--- config.mk ---
export PLATFORM = sky130hd
export DESIGN_NAME = prog_loader
export DESIGN_NICKNAME = d
export VERILOG_FILES = /design/src/rtl/prog_loader.sv
export SDC_FILE = /design/constraint.sdc
export NUM_CORES = 1
export LEC_CHECK = 0
export CORE_MARGIN = 5
export CORE_UTILIZATION = 40
export CTS_CLUSTER_SIZE = 30
export DETAILED_ROUTE_END_ITERATION = 6
export GPL_TIMING_DRIVEN = 1
export HOLD_SLACK_MARGIN = 0.06
export PLACE_DENSITY = 0.68
export SYNTH_ARGS = -nofsm -noshare
export SYNTH_HDL_FRONTEND = slang
export SYNTH_SLANG_ARGS = --single-unit
--- constraint.sdc ---
create_clock -name clk -period 3 [get_ports clk]
set_input_delay 0.6 -clock clk [delete_from_list [all_inputs] [get_ports clk]]
set_output_delay 0.6 -clock clk [all_outputs]
set_load 0.02 [all_outputs]
--- src/rtl/prog_loader.sv ---
// Program-memory loader: parses a framed byte stream into 17-bit instruction words,
// writes them sequentially and holds the CPU pipeline in reset while a frame is loading.
module prog_loader #(
    parameter int unsigned ADDR_W    = 8,
    parameter int unsigned DATA_W    = 17,
    parameter logic [7:0]  SYNC_BYTE = 8'hA5,
    parameter logic [23:0] TIMEOUT   = 24'd1000000
) (
    input  logic              clk,
    input  logic              reset,
    input  logic              load_req,
    input  logic [7:0]        rx_data,
    input  logic              rx_valid,
    output logic              rx_ready,
    output logic              prog_we,
    output logic [ADDR_W-1:0] prog_addr,
    output logic [DATA_W-1:0] prog_data,
    output logic              cpu_hold,
    output logic              done,
    output logic              error,
    output logic [ADDR_W:0]   word_count
);
    localparam int unsigned CNT_W = ADDR_W + 1;
    localparam int unsigned TMO_W = 24;

    typedef enum logic [3:0] {
        S_IDLE  = 4'd0,
        S_SYNC  = 4'd1,
        S_COUNT = 4'd2,
        S_B0    = 4'd3,
        S_B1    = 4'd4,
        S_B2    = 4'd5,
        S_WRITE = 4'd6,
        S_CSUM  = 4'd7,
        S_DONE  = 4'd8,
        S_ERR   = 4'd9
    } state_t;

    state_t            state;
    state_t            state_nxt;

    logic              accept;
    logic              counting;
    logic              timed_out;
    logic              last_word;
    logic [CNT_W-1:0]  n_full;

    logic [7:0]        sum_q;
    logic [7:0]        sum_nxt;
    logic [ADDR_W-1:0] n_q;
    logic [ADDR_W-1:0] n_nxt;
    logic              b0_q;
    logic              b0_nxt;
    logic [7:0]        b1_q;
    logic [7:0]        b1_nxt;
    logic [TMO_W-1:0]  idle_q;
    logic [TMO_W-1:0]  idle_nxt;

    logic              rx_ready_nxt;
    logic              prog_we_nxt;
    logic              cpu_hold_nxt;
    logic              done_nxt;
    logic              error_nxt;
    logic [ADDR_W-1:0] prog_addr_nxt;
    logic [DATA_W-1:0] prog_data_nxt;
    logic [CNT_W-1:0]  word_count_nxt;

    assign accept    = rx_valid & rx_ready;
    assign counting  = state inside {S_COUNT, S_B0, S_B1, S_B2, S_CSUM};
    assign timed_out = counting && !accept && (idle_q == TIMEOUT - TMO_W'(1));
    // A word count of zero encodes a full memory image.
    assign n_full    = (n_q == '0) ? {1'b1, {ADDR_W{1'b0}}} : CNT_W'(n_q);
    assign last_word = (word_count + CNT_W'(1)) == n_full;

    // State register
    always_ff @(posedge clk) begin
        if (reset) begin
            state <= S_IDLE;
        end else begin
            state <= state_nxt;
        end
    end

    // Next-state logic
    always_comb begin
        state_nxt = state;
        case (state)
            S_IDLE, S_DONE, S_ERR: begin
                if (load_req) state_nxt = S_SYNC;
            end
            S_SYNC: begin
                if (accept && rx_data == SYNC_BYTE) state_nxt = S_COUNT;
            end
            S_COUNT: begin
                if (accept)         state_nxt = S_B0;
                else if (timed_out) state_nxt = S_ERR;
            end
            S_B0: begin
                if (accept)         state_nxt = (rx_data[7:1] == 7'd0) ? S_B1 : S_ERR;
                else if (timed_out) state_nxt = S_ERR;
            end
            S_B1: begin
                if (accept)         state_nxt = S_B2;
                else if (timed_out) state_nxt = S_ERR;
            end
            S_B2: begin
                if (accept)         state_nxt = S_WRITE;
                else if (timed_out) state_nxt = S_ERR;
            end
            S_WRITE: begin
                state_nxt = last_word ? S_CSUM : S_B0;
            end
            S_CSUM: begin
                if (accept)         state_nxt = (rx_data == sum_q) ? S_DONE : S_ERR;
                else if (timed_out) state_nxt = S_ERR;
            end
            default: begin
                state_nxt = S_IDLE;
            end
        endcase
    end

    // Output and datapath next values; flags decode the upcoming state so they register cleanly
    always_comb begin
        rx_ready_nxt   = state_nxt inside {S_SYNC, S_COUNT, S_B0, S_B1, S_B2, S_CSUM};
        cpu_hold_nxt   = state_nxt inside {S_SYNC, S_COUNT, S_B0, S_B1, S_B2, S_WRITE, S_CSUM};
        prog_we_nxt    = (state_nxt == S_WRITE);
        done_nxt       = (state_nxt == S_DONE);
        error_nxt      = (state_nxt == S_ERR);
        prog_addr_nxt  = prog_addr;
        prog_data_nxt  = prog_data;
        word_count_nxt = word_count;
        sum_nxt        = sum_q;
        n_nxt          = n_q;
        b0_nxt         = b0_q;
        b1_nxt         = b1_q;
        idle_nxt       = (counting && !accept) ? idle_q + TMO_W'(1) : '0;

        if (state_nxt == S_SYNC && state != S_SYNC) begin
            prog_addr_nxt  = '0;
            word_count_nxt = '0;
            sum_nxt        = '0;
        end

        case (state)
            S_COUNT: begin
                if (accept) begin
                    n_nxt   = ADDR_W'(rx_data);
                    sum_nxt = rx_data;
                end
            end
            S_B0: begin
                if (accept) begin
                    b0_nxt  = rx_data[0];
                    sum_nxt = sum_q + rx_data;
                end
            end
            S_B1: begin
                if (accept) begin
                    b1_nxt  = rx_data;
                    sum_nxt = sum_q + rx_data;
                end
            end
            S_B2: begin
                if (accept) begin
                    prog_data_nxt = DATA_W'({b0_q, b1_q, rx_data});
                    sum_nxt       = sum_q + rx_data;
                end
            end
            S_WRITE: begin
                prog_addr_nxt  = prog_addr + ADDR_W'(1);
                word_count_nxt = word_count + CNT_W'(1);
            end
            default: begin
            end
        endcase
    end

    // Output and datapath registers
    always_ff @(posedge clk) begin
        if (reset) begin
            rx_ready   <= 1'b0;
            prog_we    <= 1'b0;
            prog_addr  <= '0;
            prog_data  <= '0;
            cpu_hold   <= 1'b0;
            done       <= 1'b0;
            error      <= 1'b0;
            word_count <= '0;
            sum_q      <= '0;
            n_q        <= '0;
            b0_q       <= 1'b0;
            b1_q       <= '0;
            idle_q     <= '0;
        end else begin
            rx_ready   <= rx_ready_nxt;
            prog_we    <= prog_we_nxt;
            prog_addr  <= prog_addr_nxt;
            prog_data  <= prog_data_nxt;
            cpu_hold   <= cpu_hold_nxt;
            done       <= done_nxt;
            error      <= error_nxt;
            word_count <= word_count_nxt;
            sum_q      <= sum_nxt;
            n_q        <= n_nxt;
            b0_q       <= b0_nxt;
            b1_q       <= b1_nxt;
            idle_q     <= idle_nxt;
        end
    end

endmodule

# Word level (Yosys, flattened, before mapping)
# Cells that the tools add are included.
dict set report op_classes {
  add_sub_neg 4
  eq_ne 23
  mux 21
  n_bitwise 2
  reduce_logical 19
}
# cell n
set ops {}
lappend ops {{two-way mux 8 bit} 5}
lappend ops {{two-way mux 4 bit} 9}
lappend ops {{== test 4 x 3 -> 1 bit (second input constant)} 8}
lappend ops {{case mux 4 bit (8 select lines)} 1}
lappend ops {{two-way mux 9 bit} 3}
lappend ops {{adder 24 x 1 -> 24 bit (second input constant)} 1}
lappend ops {{== test 24 x 20 -> 1 bit (second input constant)} 1}
lappend ops {{== test 4 x 2 -> 1 bit (second input constant)} 4}
lappend ops {{== test 4 bit (second input constant)} 4}
lappend ops {{case mux 8 bit (2 select lines)} 1}
lappend ops {{adder 9 x 1 -> 9 bit (second input constant)} 1}
lappend ops {{== test 9 bit} 1}
lappend ops {{adder 8 x 1 -> 8 bit (second input constant)} 1}
lappend ops {{adder 8 bit} 1}
lappend ops {{== test 4 x 1 -> 1 bit (second input constant)} 2}
lappend ops {{== test 8 bit} 1}
lappend ops {{== test 8 bit (second input constant)} 1}
lappend ops {{zero test 8 bit} 1}
lappend ops {{AND reduction 2 bit} 4}
lappend ops {{zero test 7 bit} 1}
lappend ops {{nonzero test 7 bit} 1}
lappend ops {{nonzero test 6 bit} 1}
lappend ops {{OR reduction 3 bit} 2}
lappend ops {{nonzero test 5 bit} 1}
lappend ops {{other kinds (10)} 13}
dict set report word_totals {
  regBits 92
  inputBits 12
  out_inout_bits 39
}

# Depth between registers and ports, before layout
# Gate-level depths: netlist of run 1.
dict set report logic_depth {
  depth_word 12
  depth_mapped 10
}

# Worst setup path before layout of run 1
# OpenSTA, ideal clock, no wires.
dict set report synth_timing {
  path_type {input-to-reg}
  startpoint {in rx_data[7]}
  endpoint {reg word_count[0]}
  setup_ns 0.134
  arrival_time_ns 2.367
  required_ns 2.866
  path_slack_ns 0.499
  stages 9
  cell_sequence {clkbuf_1 nor3_1 a311o_1 a21boi_0 a22oi_2 nand2_1 a211oi_4 buf_4 o22ai_1}
}
dict set report synth_between {
  elab_chain_cells 7
  word_cells_on_any_way 13
  cone_classes {eq/ne (3); mux (6); reduce/logical (4)}
}
# element line
set synth_rtl {}
lappend synth_rtl {{start: declaration} 12} ;# input logic [7:0] rx_data,
lappend synth_rtl {{== test 8 bit, or another cell as far along} 114} ;# if (accept) state_nxt = (rx_data == sum_q) ? S_DONE : S_ERR;
lappend synth_rtl {{two-way mux 1 bit, or another cell as far along} 114}
lappend synth_rtl {{two-way mux 4 bit, on equally long branches} {114, 92, 99}}
lappend synth_rtl {{case mux 4 bit (8 select lines) (*)} 87} ;# case (state)
lappend synth_rtl {{== test 4 x 1 -> 1 bit (*)} 139} ;# if (state_nxt == S_SYNC && state != S_SYNC) begin
lappend synth_rtl {{logical AND 1 bit (*)} 139}
lappend synth_rtl {{nonzero test 2 bit (no source line) (*)} -}
lappend synth_rtl {{end signal: assignment} 203} ;# word_count <= word_count_nxt;
lappend synth_rtl {{end: declaration} 21} ;# output logic [ADDR_W:0] word_count
# Every way passes the cells marked *; elsewhere a longest branch is shown, timed or not.
# A chain may end at the register's enable or synchronous reset.

# Final worst setup path of run 1
dict set report layout_timing {
  startpoint {reg word_count[1]}
  endpoint {reg prog_addr[5]}
}
dict set report layout_between {
  elab_chain_cells 7
}
# element line
set layout_rtl {}
lappend layout_rtl {{adder 9 x 1 -> 9 bit} 73} ;# assign last_word = (word_count + CNT_W'(1)) == n_full;
lappend layout_rtl {{== test 9 bit} 73}
lappend layout_rtl {{two-way mux 3 bit} 111} ;# state_nxt = last_word ? S_CSUM : S_B0;
lappend layout_rtl {{case mux 4 bit (8 select lines)} 87}
lappend layout_rtl {{== test 4 x 1 -> 1 bit} 139}
lappend layout_rtl {{logical AND 1 bit} 139}
lappend layout_rtl {{nonzero test 2 bit (no source line)} -}
lappend layout_rtl {{end signal: assignment} 198} ;# prog_addr <= prog_addr_nxt;
lappend layout_rtl {{end: declaration} 16} ;# output logic [ADDR_W-1:0] prog_addr,
# Every way passes these cells.

==> results of run 1 <==
-- sequential cells by signal, indices dropped and copies added, names as in the netlist, 4 cells and up --
name and cells:
b1_q 8, idle_q 24, n_q 8, prog_addr 8, prog_data 17, state 4
sum_q 8, word_count 9
-- cell usage after synthesis, drive strengths merged (3+ instances only) --
cell,n,share of area [%]
a211oi,6,1.2
a21boi,4,0.63
a21oi,37,3.9
a22oi,3,0.58
a31oi,3,0.39
and2,6,0.79
and3,10,1.3
and4,3,0.55
buf,8,1.0
clkbuf,22,1.7
dfxtp,92,39
ha,10,2.6
inv,19,1.5
mux2i,10,2.1
nand2,77,6.1
nand2b,8,1.0
nand3,21,2.3
nand3b,17,2.7
nand4,5,0.65
nor2,64,5.0
nor2b,13,1.7
nor3,11,1.2
nor4,9,1.3
o21ai,16,1.7
o22ai,14,1.8
o41ai,8,2.3
or2,3,0.39
or3,8,1.0
or4,3,0.47
xnor2,19,3.5
xor2,17,3.1
-- logic make-up after synthesis --
family / after synthesis
flops: 92
fa+ha+maj: 12
buf+inv: 49
xor+xnor: 37
compound gates: 112
mux: 10
simple gates: 265
-- per-layer routing --
metal / routed length, um / GRT usage [%]
met1: 5620 / 22.9
met2: 5610 / 27.9
met3: 504 / 3.70
met4: 142 / 4.63
met5: 0 / 0
-- worst paths after layout --
check | start | slack, ns | depth (start not counted) | end
worst min-delay path | b1_q[1] | 0.45 | 2 | prog_data[9]
worst min register to register | b1_q[1] | 0.45 | 2 | prog_data[9]
worst max-delay path | word_count[1] | 0.27 | 9 | prog_addr[5]
worst max register to register | word_count[1] | 0.27 | 9 | prog_addr[5]
-- power by group --
| group | total [mW] | internal, mW | switching, mW |
|---|---|---|---|
| Sequential | 1.23 | 1.22 | 0.00646 |
| Combinational | 0.166 | 0.0732 | 0.0929 |
| Clock | 1.17 | 0.659 | 0.514 |
-- per-stage QoR --
stage / util, % / setup WS (ns)
5_1_grt: 49.5 / 0.0200
3_5_place_dp: 47.0 / -0.0547
4_1_cts: 49.5 / 0.257
6_report: 49.5 / 0.271
2_1_floorplan: - / 0.499
3_3_place_gp: 47.0 / -0.0161
-- worst register-to-register path, delay by kind of cell (launching register included) --
kind	cells	cell delay (ns)
fa+ha+maj	1	0.31
buf+inv	1	0.19
flops	1	0.42
simple gates	2	0.57
compound gates	4	0.92
xor+xnor	1	0.21
-- cell type report --
cell class,count,share of cell area [%]
Clock buffer,9,3.83
Clock inverter,7,1.36
Inverter,19,1.21
Multi-Input combinational cell,436,46.5
Sequential cell,92,31.3
Tap cell,147,3.13
Timing Repair Buffer,81,12.6
==> flow_metrics.env, run 1 <==
export IMPL_timing_hold_ws_ns=0.453
export IMPL_clk_path_buf_depth=2
export IMPL_synth_simple_area_share_pct=27.8
export IMPL_critPathTopFamily="compound AO/OA/AOI/OAI gates"
export IMPL_fin_worst_skew_ns=0.0106
export IMPL_slew_viol_final=0
export IMPL_synth_edff_count=0
export IMPL_slew_headroom_pct=51.2
export IMPL_hpwl_mm=8.54
export IMPL_synthAdderAreaFrac_pct=3.25
export IMPL_syn_area_sq_um=4780
export IMPL_clk_latency_ns=0.35
export IMPL_fin_nets=662
export IMPL_endpoint_kind="flop"
export IMPL_grt_total_usage_pct=17.1
export IMPL_fin_crit_ns=2.73
export IMPL_synth_top_family_by_area="simple AND/OR/NAND/NOR gates"
export IMPL_drv_cap=0
export IMPL_cts_buffers=9
export IMPL_layout_common_cells="dfxtp_1 (92), nand2_1 (77), nor2_1 (64)"
export IMPL_ys_warnings_count=0
export IMPL_yosysUniqueCellTypes=66
export IMPL_overflow=0
export IMPL_finalWirelength_mm=11.9
export IMPL_viasPerCell=5.38
export IMPL_cts_hold_buf=0
export IMPL_cp_data_arrival_time_ns=2.96
export IMPL_drtAntennaViolNets=0
export IMPL_antenna_found_initial=0
export IMPL_syn_num_nets=600
export IMPL_clkTransAtPathRegs_ns=0.07
export IMPL_start_kind="flop"
export IMPL_muxShareOfSynthArea_pct=2.10
export IMPL_max_vdd_ir_drop_mv=0.244
export IMPL_area_growth_pct=23.0
export IMPL_cpPeakStageDelay_ns=0.45
export IMPL_critPathRequiredTime_ns=3.23
export IMPL_critical_path_peak_fanout=25
export IMPL_multiInputGateArea_sq_um=2730
export IMPL_first_global_vias=4177
export IMPL_die_y_um=119
export IMPL_p_per_area_nw_per_um2=437
export IMPL_outcome="completed"
export IMPL_fillCellCount=1170
export IMPL_p_leak_nw=2.00
export IMPL_async_flop_share_pct=0
export IMPL_finalPower_mw=2.57
export IMPL_antenna_cells=0
export IMPL_core_sq_um=11900
export IMPL_synth_cells=577
export IMPL_cts_tree="built"
export IMPL_gp_congestion=0.924
export IMPL_worst_pin_slew_ns=0.730
export IMPL_htreeDepth=3
export IMPL_final_common_cell="dfxtp_1"
export IMPL_row_count=40
export IMPL_first_pass_iters=4
export IMPL_dp_cells=775
export IMPL_avgSynthCellArea_sq_um=8.28
export IMPL_final_hold_violation_count=0
export IMPL_ios=51
export IMPL_post_drt_wl_per_cell_um=15.0
export IMPL_ys_seq_elements=92
export IMPL_post_route_period_util_pct=91.0
export IMPL_layout_cells_non_filler=791
export IMPL_place_area_sq_um=5570
export IMPL_design_area_sq_um=5880
export IMPL_cts_setup_buffers=0
export IMPL_setup_viol=0
export IMPL_rsz0062_at_grt="false"
export IMPL_ys_flop_type="dfxtp_1"
export IMPL_root_buffer="clkbuf_16"
export IMPL_grt_pass1_wl_mm=20.4
export IMPL_vias=4256
export IMPL_seq_area_sq_um=1840
export IMPL_max_freq_ghz=0.366
export IMPL_cts_resized=0
export IMPL_crit_path_cell_trace="ha_1 -> nand3_1 -> nor3_1 -> xnor3_1 -> o221ai_2 -> o41ai_4 -> a211oi_4 -> buf_12 -> o41ai_1"
export IMPL_cpMaxStageDelayCell="o41ai_4"
export IMPL_grt_max_degree=37
export IMPL_start_util_pct=40.3
export IMPL_clock_sinks=92
export IMPL_fin_tns_setup_ns=0
export IMPL_drive_above_1_share_pct=9.63
export IMPL_synth_compound_area_share_pct=17.0
export IMPL_port_buffers=50
export IMPL_critPathBufInv=1
export IMPL_criticalPathCategory="flop to flop"
export IMPL_synth_xor_area_share_pct=7.07
export IMPL_drc=0
export IMPL_first_iter_violations=371
export IMPL_synth_seq_area_share_pct=38.6
export IMPL_hold_path_class="flop to flop"
export IMPL_design_die_area_sq_um=14200
export IMPL_dieWidth_um=119
(Power assumes the default switching activity.)
==> run 2, diff against run 1 <==
--- a/config.mk
+++ b/config.mk
@@ -6,12 +6,13 @@
 export NUM_CORES = 1
 export LEC_CHECK = 0
 export CORE_MARGIN = 5
-export CORE_UTILIZATION = 40
+export CORE_UTILIZATION = 57
 export CTS_CLUSTER_SIZE = 30
 export DETAILED_ROUTE_END_ITERATION = 6
+export GPL_ROUTABILITY_DRIVEN = 0
 export GPL_TIMING_DRIVEN = 1
 export HOLD_SLACK_MARGIN = 0.06
-export PLACE_DENSITY = 0.68
+export PLACE_DENSITY = 0.88
 export SYNTH_ARGS = -nofsm -noshare
 export SYNTH_HDL_FRONTEND = slang
 export SYNTH_SLANG_ARGS = --single-unit
==> flow_metrics.env, run 2 (synthesized netlist as in run 1, its figures left out) <==
export IMPL_outcome="completed"
export IMPL_drc=0
export IMPL_die_y_um=102
export IMPL_first_iter_violations=329
export IMPL_drv_cap=0
export IMPL_worst_pin_slew_ns=0.873
export IMPL_largest_reg_flops=24
export IMPL_hpwl_mm=8.37
export IMPL_p_leak_nw=1.91
export IMPL_critPathBufInv=3
export IMPL_dp_slack_ns=-0.0825
export IMPL_layout_common_cells="dfxtp_1 (92), nand2_1 (77), nor2_1 (64)"
export IMPL_finalWirelength_mm=11.5
export IMPL_r2r_slack_ns=0.32
export IMPL_fin_nets=656
export IMPL_clkTransAtPathRegs_ns=0.09
export IMPL_post_drt_wl_per_cell_um=15.5
export IMPL_hold_path_class="flop to flop"
export IMPL_design_area_sq_um=5660
export IMPL_cpMaxStageDelayCell="clkdlybuf4s50_1"
export IMPL_start_util_pct=58.4
export IMPL_drive_above_1_share_pct=8.78
export IMPL_fin_worst_skew_ns=0.00836
export IMPL_critical_path_peak_fanout=25
export IMPL_overflow=0
export IMPL_post_route_period_util_pct=90.8
export IMPL_first_global_vias=4141
export IMPL_setup_viol=0
export IMPL_root_buffer="clkbuf_8"
export IMPL_antenna_found_initial=0
export IMPL_post_route_util_pct=69.2
export IMPL_crit_path_cell_trace="clkdlybuf4s50_1 -> nor4_1 -> buf_4 -> a311o_1 -> a211o_1 -> a32o_1 -> nand2_1 -> a211oi_4 -> buf_12 -> o41ai_1"
export IMPL_max_flop_register="idle_q"
export IMPL_area_growth_pct=18.4
export IMPL_clock_sinks=92
export IMPL_cts_hold_buf=0
export IMPL_cts_tree="built"
export IMPL_row_count=33
export IMPL_fillCellCount=672
export IMPL_core_sq_um=8180
export IMPL_cpPeakStageDelay_ns=0.55
export IMPL_clk_path_buf_depth=2
export IMPL_endpoint_kind="flop"
export IMPL_rsz0062_at_grt="false"
export IMPL_grt_pass1_wl_mm=19.4
export IMPL_start_kind="input pin"
export IMPL_timing_hold_ws_ns=0.458
export IMPL_drtAntennaViolNets=0
export IMPL_cp_data_arrival_time_ns=2.98
export IMPL_htreeDepth=3
export IMPL_final_hold_violation_count=0
export IMPL_port_buffers=50
export IMPL_clk_latency_ns=0.36
export IMPL_top_regs="idle_q: 24 flops, prog_data: 17 flops, word_count: 9 flops"
export IMPL_vias=4367
export IMPL_dieWidth_um=102
export IMPL_setup_slack_ns=0.277
export IMPL_final_common_cell="dfxtp_1"
export IMPL_critPathTopFamily="compound AO/OA/AOI/OAI gates"
export IMPL_p_per_area_nw_per_um2=378
export IMPL_fin_tns_setup_ns=0
export IMPL_multiInputGateArea_sq_um=2740
export IMPL_ios=51
export IMPL_slew_headroom_pct=41.8
export IMPL_critPathRequiredTime_ns=3.25
export IMPL_max_freq_ghz=0.367
export IMPL_antenna_cells=0
export IMPL_fin_crit_ns=2.72
export IMPL_viasPerCell=5.88
export IMPL_max_vdd_ir_drop_mv=0.320
export IMPL_place_area_sq_um=5470
export IMPL_grt_total_usage_pct=23.1
export IMPL_first_pass_iters=6
export IMPL_grt_max_degree=57
export IMPL_slew_viol_final=0
export IMPL_seq_area_sq_um=1840
export IMPL_design_die_area_sq_um=10300
export IMPL_cts_buffers=9
export IMPL_criticalPathCategory="input pin to flop"
run 2: cell types whose count changed in the layout (fill, tap and decap cells not counted):
cell       previous run  this run
inv_8                 1         0
buf_4                30        24
nor3_2                0         1
clkbuf_8              0        10
bufinv_16             1         0
clkbuf_1              0         1
clkinv_4              0         1
clkbuf_16             9         0
clkinv_2              1         2
inv_6                 3         1
nor3_1               11        10
run 2: path summary, 6_finish.rpt:
path | from | end | cells after the start
setup / recovery | rx_data[1] | prog_addr[5] | 10
setup reg to reg | word_count[1] | prog_addr[5] | 9
hold / removal | prog_data[4] | prog_data[4] | 2
hold reg to reg | prog_data[4] | prog_data[4] | 2
run 2: layout make-up:
| class | count | share of cell area, % |
|---|---|---|
| clock buffer | 11 | 2.50 |
| timing repair buffer | 75 | 12.3 |
| inverter | 19 | 1.26 |
| sequential | 92 | 32.6 |
| multi-input combinational | 436 | 48.4 |
| clock inverter | 5 | 0.619 |
| tap | 105 | 2.32 |
run 2: through the flow:
step,total power [mW],std cells
floorplan,1.35,577
global placement,1.41,727
detailed placement,1.42,727
CTS,2.16,743
global route,2.23,743
finish,2.14,743
run 2: worst reg2reg max path, delay by kind of cell (launching register included):
family,cells,cell delay [ns]
compound gates,4,0.90
xor+xnor,1,0.22
fa+ha+maj,1,0.32
buf+inv,1,0.19
flops,1,0.43
simple gates,2,0.52
run 2: what timing repair did:
item,CTS,global route
endpoints found under the hold margin,0,0
setup endpoints to repair,0,2
gates resized for setup,0,1
setup buffers,0,0
run 2: routing by layer:
layer,track usage (%),part of all wire (%),up-vias
met5,0,0,-
met3,6.06,6.0,22
met4,6.95,1.9,0
li1,-,-,2149
met1,30.0,43,2053
met2,37.9,49,143
run 2: power by group:
| group | total, mW | switching (mW) | internal (mW) |
|---|---|---|---|
| combinational | 0.161 | 0.0911 | 0.0696 |
| clock | 0.747 | 0.422 | 0.326 |
| sequential | 1.23 | 0.00657 | 1.22 |
